<file path="src/rtl/clkdiv_pkg.sv">
// ============================================================================
// Module      : clkdiv_pkg
// Description : Shared constants, channel state encoding and helpers for the
//               programmable clock-divider bank.
// Revision    : 1.0 - initial release
// ============================================================================
`default_nettype none

package clkdiv_pkg;

    localparam int c_cnt_w       = 16;
    localparam int c_default_div = 500;

    // Write response codes, bit 0 = ack, bit 1 = err
    localparam logic [1:0] c_resp_none = 2'b00;
    localparam logic [1:0] c_resp_ack  = 2'b01;
    localparam logic [1:0] c_resp_err  = 2'b10;

    typedef enum logic [1:0] {
        ST_STOP     = 2'd0,
        ST_RUN      = 2'd1,
        ST_RUN_PEND = 2'd2
    } chan_state_e;

    function automatic int sel_width(input int num_ch);
        return (num_ch > 1) ? $clog2(num_ch) : 1;
    endfunction

endpackage

`default_nettype wire

</file>
<file path="src/rtl/clkdiv_chan.sv">
// ============================================================================
// Module      : clkdiv_chan
// Description : One divider channel: counter, active and pending divisor,
//               square-wave output and toggle strobe.
// Revision    : 1.0 - initial release
// ============================================================================
`default_nettype none

module clkdiv_chan
    import clkdiv_pkg::*;
#(
    parameter int CNT_W       = c_cnt_w,
    parameter int DEFAULT_DIV = c_default_div
) (
    input  logic             clk,
    input  logic             rst,
    input  logic             en,
    input  logic             ld,
    input  logic [CNT_W-1:0] ld_val,
    output logic             clk_div,
    output logic             tick
);

    localparam logic [CNT_W-1:0] c_div_rst = CNT_W'(DEFAULT_DIV);
    localparam logic [CNT_W-1:0] c_one     = CNT_W'(1);

    logic [CNT_W-1:0] r_cnt;
    logic [CNT_W-1:0] r_div;
    logic [CNT_W-1:0] r_pend;
    logic             r_pend_valid;
    logic             r_clk_div;
    logic             r_tick;

    logic [CNT_W-1:0] w_cnt_nxt;
    logic [CNT_W-1:0] w_div_nxt;
    logic [CNT_W-1:0] w_pend_nxt;
    logic             w_pend_valid_nxt;
    logic             w_clk_div_nxt;
    logic             w_tick_nxt;
    logic             w_term;
    chan_state_e      w_state;

    // >= rather than == so a divisor shrunk while stopped can never wrap
    assign w_term = (r_cnt >= (r_div - c_one));

    always_comb begin
        w_state = ST_RUN;
        if (!en) begin
            w_state = ST_STOP;
        end else if (r_pend_valid) begin
            w_state = ST_RUN_PEND;
        end
    end

    always_comb begin
        w_cnt_nxt        = r_cnt;
        w_div_nxt        = r_div;
        w_pend_nxt       = r_pend;
        w_pend_valid_nxt = r_pend_valid;
        w_clk_div_nxt    = r_clk_div;
        w_tick_nxt       = 1'b0;
        case (w_state)
            ST_STOP: begin
                if (r_pend_valid) begin
                    w_div_nxt        = r_pend;
                    w_pend_valid_nxt = 1'b0;
                end
            end
            ST_RUN, ST_RUN_PEND: begin
                if (w_term) begin
                    w_cnt_nxt     = '0;
                    w_clk_div_nxt = ~r_clk_div;
                    w_tick_nxt    = 1'b1;
                    if (w_state == ST_RUN_PEND) begin
                        w_div_nxt        = r_pend;
                        w_pend_valid_nxt = 1'b0;
                    end
                end else begin
                    w_cnt_nxt = r_cnt + c_one;
                end
            end
            default: begin
            end
        endcase
        // A write landing on a terminal count waits for the next one
        if (ld) begin
            w_pend_nxt       = ld_val;
            w_pend_valid_nxt = 1'b1;
        end
    end

    always_ff @(posedge clk) begin
        if (rst) begin
            r_cnt        <= '0;
            r_div        <= c_div_rst;
            r_pend       <= '0;
            r_pend_valid <= 1'b0;
            r_clk_div    <= 1'b0;
            r_tick       <= 1'b0;
        end else begin
            r_cnt        <= w_cnt_nxt;
            r_div        <= w_div_nxt;
            r_pend       <= w_pend_nxt;
            r_pend_valid <= w_pend_valid_nxt;
            r_clk_div    <= w_clk_div_nxt;
            r_tick       <= w_tick_nxt;
        end
    end

    assign clk_div = r_clk_div;
    assign tick    = r_tick;

endmodule

`default_nettype wire

</file>
<file path="src/rtl/clkdiv_bank.sv">
// ============================================================================
// Module      : clkdiv_bank
// Description : Bank of NUM_CH runtime-programmable clock dividers with
//               validated divisor writes and one-cycle ack/err responses.
// Revision    : 1.0 - initial release
// ============================================================================
`default_nettype none

module clkdiv_bank
    import clkdiv_pkg::*;
#(
    parameter  int NUM_CH      = 4,
    parameter  int CNT_W       = c_cnt_w,
    parameter  int DEFAULT_DIV = c_default_div,
    localparam int SEL_W       = sel_width(NUM_CH)
) (
    input  logic              clk,
    input  logic              rst,
    input  logic [NUM_CH-1:0] en,
    input  logic              div_wr,
    input  logic [SEL_W-1:0]  div_sel,
    input  logic [CNT_W-1:0]  div_val,
    output logic              div_ack,
    output logic              div_err,
    output logic [NUM_CH-1:0] clk_div,
    output logic [NUM_CH-1:0] tick
);

    // One extra bit so NUM_CH itself is representable when it is a power of 2
    localparam logic [SEL_W:0] c_num_ch = (SEL_W + 1)'(NUM_CH);

    logic       w_sel_ok;
    logic       w_val_ok;
    logic       w_accept;
    logic [1:0] w_resp_nxt;
    logic [1:0] r_resp;

    assign w_sel_ok = ({1'b0, div_sel} < c_num_ch);
    assign w_val_ok = (div_val != '0);
    assign w_accept = div_wr & w_sel_ok & w_val_ok;

    always_comb begin
        w_resp_nxt = c_resp_none;
        if (div_wr) begin
            w_resp_nxt = w_accept ? c_resp_ack : c_resp_err;
        end
    end

    always_ff @(posedge clk) begin
        if (rst) begin
            r_resp <= c_resp_none;
        end else begin
            r_resp <= w_resp_nxt;
        end
    end

    assign div_ack = (r_resp == c_resp_ack);
    assign div_err = (r_resp == c_resp_err);

    for (genvar gi = 0; gi < NUM_CH; gi++) begin : g_chan
        logic w_ld;

        assign w_ld = w_accept && ({1'b0, div_sel} == (SEL_W + 1)'(gi));

        clkdiv_chan #(
            .CNT_W       (CNT_W),
            .DEFAULT_DIV (DEFAULT_DIV)
        ) u_chan (
            .clk     (clk),
            .rst     (rst),
            .en      (en[gi]),
            .ld      (w_ld),
            .ld_val  (div_val),
            .clk_div (clk_div[gi]),
            .tick    (tick[gi])
        );
    end

endmodule

`default_nettype wire

</file>
<file path="config.mk">
export PLATFORM = sky130hd
export DESIGN_NAME = clkdiv_bank
export DESIGN_NICKNAME = d
export VERILOG_FILES = /design/src/rtl/clkdiv_pkg.sv /design/src/rtl/clkdiv_chan.sv /design/src/rtl/clkdiv_bank.sv
export SDC_FILE = /design/constraint.sdc
export NUM_CORES = 1
export LEC_CHECK = 0
export CORE_MARGIN = 2
export CORE_UTILIZATION = 30
export DETAILED_ROUTE_END_ITERATION = 8
export DONT_BUFFER_PORTS = 1
export GPL_ROUTABILITY_DRIVEN = 0
export PLACE_DENSITY_LB_ADDON = 0.08
export SETUP_SLACK_MARGIN = 0.5
export SLEW_MARGIN = 15
export SYNTH_ARGS = -nofsm -noshare
export SYNTH_HDL_FRONTEND = slang
export SYNTH_SLANG_ARGS = --single-unit
</file>
<file path="constraint.sdc">
create_clock -name clk -period 6.1 [get_ports clk]
set_clock_uncertainty 0.05 [all_clocks]
set_input_delay 1.22 -clock clk [delete_from_list [all_inputs] [get_ports clk]]
set_output_delay 1.22 -clock clk [all_outputs]
set_load 0.005 [all_outputs]
</file>
==> flow_summary.toml, run 1 <==
[outcome]
status = "finished clean"

[synth]
synth-edff-count = 0
synth.top_cells.by_count = "206 x dfxtp_1, 163 x nor2_1, 128 x mux2i_1"
yosysMostFrequentCell = "dfxtp_1"
syn_nets = 1316
ys_seq_area_frac = 0.3765
synthArstFlopShare = 0
synthTopCellsByArea = "dfxtp_1 38%, mux2i_1 12%, ha_1 8.7%"
syn_area_mm2 = 0.01095
yosys_warnings = 0
netlist_instances = 1215
ys_ff_latch = 206
ys.flop_type = "dfxtp_1"
yosysUniqueCellTypes = 50
synth_top_cell_by_area = "dfxtp_1"
netlist.area_leader.share = 0.3765
syn_avg_cell_area_um2 = 9.016

[global_routing]
antenna_found_initial = 1
grt_usage = 0.1351
grt_max_degree = 276
grt_pass1_vias = 7827
grt_overflow = 0
grt_first_pass_wirelength_um = 41820

[clock_tree]
cts.sink_count = 206
cts_buffers = 26
cts_setup_buffers = 0
cts_hold_buf = 0
cts_tree = "done"
cts_buffer_depth = 3
ctsResizeCount = 0
cts_root_buf = "clkbuf_16"
htreeDepth = 1
cts.reportedPaths.clkPinSlew_ns = 0.06
clk_latency_ns = 0.56

[drt]
wl_per_cell_um = 15.25
wirelength_um = 25520
postRouteAntennaNets = 0
vias = 7954
vias_per_cell = 4.751
drc = 0
drt-initial-drc-count = 395
drt-pass1-iter-count = 4

[worst_hold_path]
hold_start = "g_chan[2].u_chan.r_pend[9]"
min_path_type = "reg2reg"
min_to = "g_chan[2].u_chan.r_div[9]"
whs_path_depth = 2

[sta]
setup_viol = 0
rsz0062_at_grt = "no"
fin_crit_sh = 0.7087
finalMaxSlewViolations = 0
worst_pin_slew_ns = 0.9763
fin_crit_ns = 4.323
fin_tns_setup_ns = 0
relSlewSlack = 0.3461
fmax_ghz = 0.2313
hold_viol = 0

[die]
die-area_mm2 = 0.03806
die_w_um = 195.1
fp-row-count = 69
die_y_um = 195.1
io_pins = 35
core_region_area_mm2 = 0.03574
start_util = 0.3065

[worst_setup_path]
path_max_fanout = 10
cp.arrival_ns = 4.72
r2r-start = "g_chan[1].u_chan.r_div[5]"
reg2reg_slack_ns = 1.78
reg2reg_to = "g_chan[1].u_chan.clk_div"
startpoint_type = "flop"
r2r_cells = 10
crit_required_ns = 6.49
worstSetupPathType = "reg2reg"
cp-end-kind = "flop"

[pwr]
max-vdd-ir-drop_uv = 192.1
power_density_mw_per_mm2 = 248.6
leakagePower_nw = 4.509

[job]
maxCapViolations = 0

[finish]
nFillCells = 3772
regArea_mm2 = 0.004124
area_delta_synth_final_pct = 11.00
multi_input_area_mm2 = 0.006446
final_nets = 1297
drive_gt1_frac = 0.05116
finish.utilization = 0.3402

[placement]
place_hpwl_um = 17490
port_buffers = 0
==> power by group <==
group          internal [mW]  switching [mW]  total, mW
Clock                  0.910           0.602       1.51
Combinational         0.0621          0.0555      0.118
Sequential              1.37          0.0216       1.39
==> kinds of logic (layout without fill, tap and decap cells) <==
logic type                 Yosys count  after routing  synth area share
AOI/OAI and AO/OA                   64             64           0.04101
xor gates and xnor gates           114            114           0.09115
adders and majority gates           76             76           0.08681
buffers and inverters               86             83           0.03598
DFF                                206            206            0.3765
muxes                              132            132            0.1211
other                                0              1                 0
and+or+nand+nor                    537            537            0.2475
==> final cells by class <==
| cell class | instances | share of cell area |
|---|---|---|
| diodes | 1 | 0.0002058 |
| clock buffers | 36 | 0.05989 |
| clock inverters | 8 | 0.008335 |
| inverters | 30 | 0.009261 |
| multi-input cells | 923 | 0.5301 |
| flip-flops and latches | 206 | 0.3392 |
| well taps | 461 | 0.04744 |
| repair buffers | 9 | 0.005557 |
==> through the flow <==
step / total power, mW / hold slack [ns] / setup slack [ns] / std cells / cell area (µm²)
finish: 3.023 / 0.4094 / 1.777 / 1674 / 12160
detailed placement: 1.542 / 0.4149 / 1.752 / 1629 / 11320
floorplan: 1.538 / 0.4012 / 2.458 / 1215 / 10950
CTS: 3.090 / 0.4052 / 1.739 / 1673 / 12150
global route: 3.155 / 0.4381 / 1.481 / 1673 / 12160
global placement: 1.542 / 0.4121 / 1.849 / 1629 / 11320
==> metal layers <==
| layer | wire length, µm | share of wire | global-route usage | up-vias |
|---|---|---|---|---|
| met3 | 1114 | 0.044 | 0.02988 | 45 |
| met4 | 742 | 0.029 | 0.04297 | 0 |
| met5 | 0 | 0 | 0 | - |
| li1 | - | - | - | 4164 |
| met2 | 11040 | 0.43 | 0.2134 | 79 |
| met1 | 12630 | 0.49 | 0.1829 | 3666 |
==> sequential cells by signal, indices dropped and copies added (netlist names) <==
register	flops
g_chan.u_chan.clk_div	4
g_chan.u_chan.r_cnt	64
g_chan.u_chan.r_div	64
g_chan.u_chan.r_pend	64
g_chan.u_chan.r_pend_valid	4
g_chan.u_chan.tick	4
r_resp	2
==> worst max-delay path by stage <==
stage | start | cells after the start | slack, ns | endpoint
floorplan | g_chan[2].u_chan.r_div[2] | 12 | 2.46 | g_chan[2].u_chan.r_div[0]
global placement | g_chan[2].u_chan.r_div[1] | 11 | 1.85 | g_chan[2].u_chan.clk_div
detailed placement | g_chan[2].u_chan.r_div[2] | 11 | 1.75 | g_chan[2].u_chan.clk_div
CTS | g_chan[1].u_chan.r_div[5] | 10 | 1.74 | g_chan[1].u_chan.clk_div
global route | g_chan[1].u_chan.r_div[5] | 10 | 1.48 | g_chan[1].u_chan.clk_div
finish | g_chan[1].u_chan.r_div[5] | 10 | 1.78 | g_chan[1].u_chan.clk_div
==> layout by cell type (no fill, tap or decap), drive strengths merged, types with 4 or more instances in the layout <==
cell,Yosys,layout
buf,22,9
inv,30,30
nor3,91,91
or4,9,9
clkinv,0,6
nand2b,84,84
xor2,36,36
nor2,163,163
nand2,70,70
mux2i,128,128
nand3b,4,4
or3,4,4
and3,4,4
a21oi,28,28
nand3,19,19
and4,8,8
a41oi,5,5
dfxtp,206,206
nand4,26,26
xnor2,78,78
clkbuf,34,36
a31oi,7,7
mux2,4,4
o21ai,10,10
nor4,21,21
nor2b,21,21
and2,6,6
ha,76,76
==> critical path, stage by stage (launching register included) <==
cell and delay [ns]:
dfxtp_1 0.36, or4_1 0.59, or4_1 0.56, nor3_1 0.25
xnor2_1 0.10, ha_1 0.31, and4_1 0.26, o2111ai_1 0.23
a31oi_1 0.85, buf_4 0.31, mux2_2 0.34
No activity file was read; power rests on OpenSTA's default activity.
==> run 2, diff against run 1 <==
- clock period: 6.1 -> 4.3 ns (I/O delays scaled with it)
==> run 2 against run 1 <==
  * Die area is the same
  * Register-to-register slack lost 1.0 ns
  * Critical path depth shrank 1
  * Worst setup slack lost 1.0 ns
  * Clock power grew 41%
  * Total power grew 42%
  * Utilization grew 0.46 points
  * Combinational power grew 45%
  * Sequential power grew 42%
  * Via count grew 0.50%
  * Highest routed layer unchanged
==> flow_summary.toml, run 2 (same netlist as run 1, synthesis figures left out) <==
[job]
maxCapViolations = 0

[die]
io_pins = 35
die-area_mm2 = 0.03806
die_w_um = 195.1
start_util = 0.3065
fp-row-count = 69
core_region_area_mm2 = 0.03574
die_y_um = 195.1

[worst_setup_path]
critPathCapture = "g_chan[1].u_chan.clk_div"
worst_path_largest_cell_delay_ns = 0.59
cpMostUsedCell = "or4_1"
startpoint_type = "flop"
cp.arrival_ns = 3.96
path_max_fanout = 6
cp_num_cells = 9
crit_required_ns = 4.69
crit_family = "simple AND/OR/NAND/NOR gates"
path_buf_inv = 0
r2r_cells = 9
reg2reg_to = "g_chan[1].u_chan.clk_div"
slowest_stage = "or4_1"
reg2reg_slack_ns = 0.73
cp-end-kind = "flop"
r2r-start = "g_chan[1].u_chan.r_div[5]"
worstSetupPathType = "reg2reg"
path_cells = "or4_1 -> or4_1 -> nor3_1 -> xnor2_1 -> ha_1 -> and4_1 -> o2111ai_1 -> a31oi_2 -> mux2_2"
crit_path_start = "g_chan[1].u_chan.r_div[5]"

[clock_tree]
clk_latency_ns = 0.54
cts.reportedPaths.clkPinSlew_ns = 0.06
cts_buffers = 25
cts_tree = "done"
cts_hold_buf = 0
cts_root_buf = "clkbuf_16"
htreeDepth = 1
cts.sink_count = 206
cts_buffer_depth = 3

[drt]
drc = 0
drt-pass1-iter-count = 4
vias = 7994
vias_per_cell = 4.756
postRouteAntennaNets = 0
wl_per_cell_um = 15.52
drt-initial-drc-count = 324
wirelength_um = 26090

[sta]
fmax_ghz = 0.2799
relSlewSlack = 0.4952
worst_pin_slew_ns = 0.7474
finalMaxSlewViolations = 0
timing.final.ws_setup_ns = 0.7277
fin_crit_sh = 0.8308
fin_crit_ns = 3.572
fin_tns_setup_ns = 0
rsz0062_at_grt = "yes"
setup_viol = 0
hold_viol = 0

[global_routing]
top_usage_layer = "met2"
grt_pass1_vias = 7760
grt_first_pass_wirelength_um = 42170
antenna_found_initial = 1
grt_use_met3 = 0.03126
grt_usage = 0.1370
grt_max_degree = 276
gr-usage-met2 = 0.2253
grt_overflow = 0
grtUsageMet1 = 0.1794

[placement]
port_buffers = 0
dp.cells = 1636
place_hpwl_um = 17730
post-place-ws_ns = 0.5481
post_dp_cell_area_mm2 = 0.01137

[pwr]
leakagePower_nw = 4.570
power_density_mw_per_mm2 = 347.6
max-vdd-ir-drop_uv = 267.7

[worst_hold_path]
min_path_type = "in2reg"

[finish]
multi_input_area_mm2 = 0.006513
final_common_cell = "dfxtp_1"
area_delta_synth_final_pct = 12.48
fin_cells = 1681
nFillCells = 3742
drive_gt1_frac = 0.06727
regArea_mm2 = 0.004124
final_cell_mix = "206 x dfxtp_1, 162 x nor2_1, 128 x mux2i_1"
final_nets = 1304
top_regs = "g_chan.u_chan.r_cnt x64, g_chan.u_chan.r_div x64, g_chan.u_chan.r_pend x64"
fin_area_mm2 = 0.01232

[outcome]
status = "finished clean"
## run 2: how the worst min path moves through the flow
stage / start / endpoint / cells after the start
2_1_floorplan: g_chan[0].u_chan.r_pend[0] / g_chan[0].u_chan.r_div[0] / 2
3_3_place_gp: g_chan[3].u_chan.r_pend[9] / g_chan[3].u_chan.r_div[9] / 2
3_5_place_dp: g_chan[0].u_chan.r_pend[11] / g_chan[0].u_chan.r_div[11] / 2
4_1_cts: rst / g_chan[3].u_chan.tick / 1
5_1_grt: rst / g_chan[2].u_chan.r_pend[13] / 1
6_report: rst / g_chan[2].u_chan.r_pend[13] / 1
## run 2: per-layer routing
layer / share of wire / wire (µm)
met1: 0.48 / 12500
met2: 0.45 / 11730
met3: 0.045 / 1166
met4: 0.027 / 693
met5: 0 / 0
## run 2: where the power goes
part,internal [mW],leakage (nW),switching [mW]
sequential,1.95,1.67,0.0313
clock,1.30,0.409,0.834
combinational,0.0901,2.49,0.0809
total,3.34,4.57,0.947
## run 2: layout make-up
cell class,instances,area share
inverters,30,0.009139
well taps,461,0.04681
repair buffers,17,0.01371
multi-input cells,923,0.5285
diodes,1,0.0002031
clock inverters,6,0.006803
clock buffers,37,0.06011
flip-flops and latches,206,0.3347
## run 2: through the flow
stage | total power [mW] | util | hold WS (ns)
2_1_floorplan | 2.182 | - | 0.4012
3_3_place_gp | 2.189 | 0.3182 | 0.4144
3_5_place_dp | 2.188 | 0.3182 | 0.4176
4_1_cts | 4.375 | 0.3413 | 0.3340
5_1_grt | 4.466 | 0.3447 | 0.3750
6_report | 4.283 | 0.3447 | 0.4064
## run 2: what timing repair did
action,4_1_cts,5_1_grt
gates resized for setup,0,20
setup endpoints to repair,0,101
endpoints found under the hold margin,0,0
buffers inserted,0,0
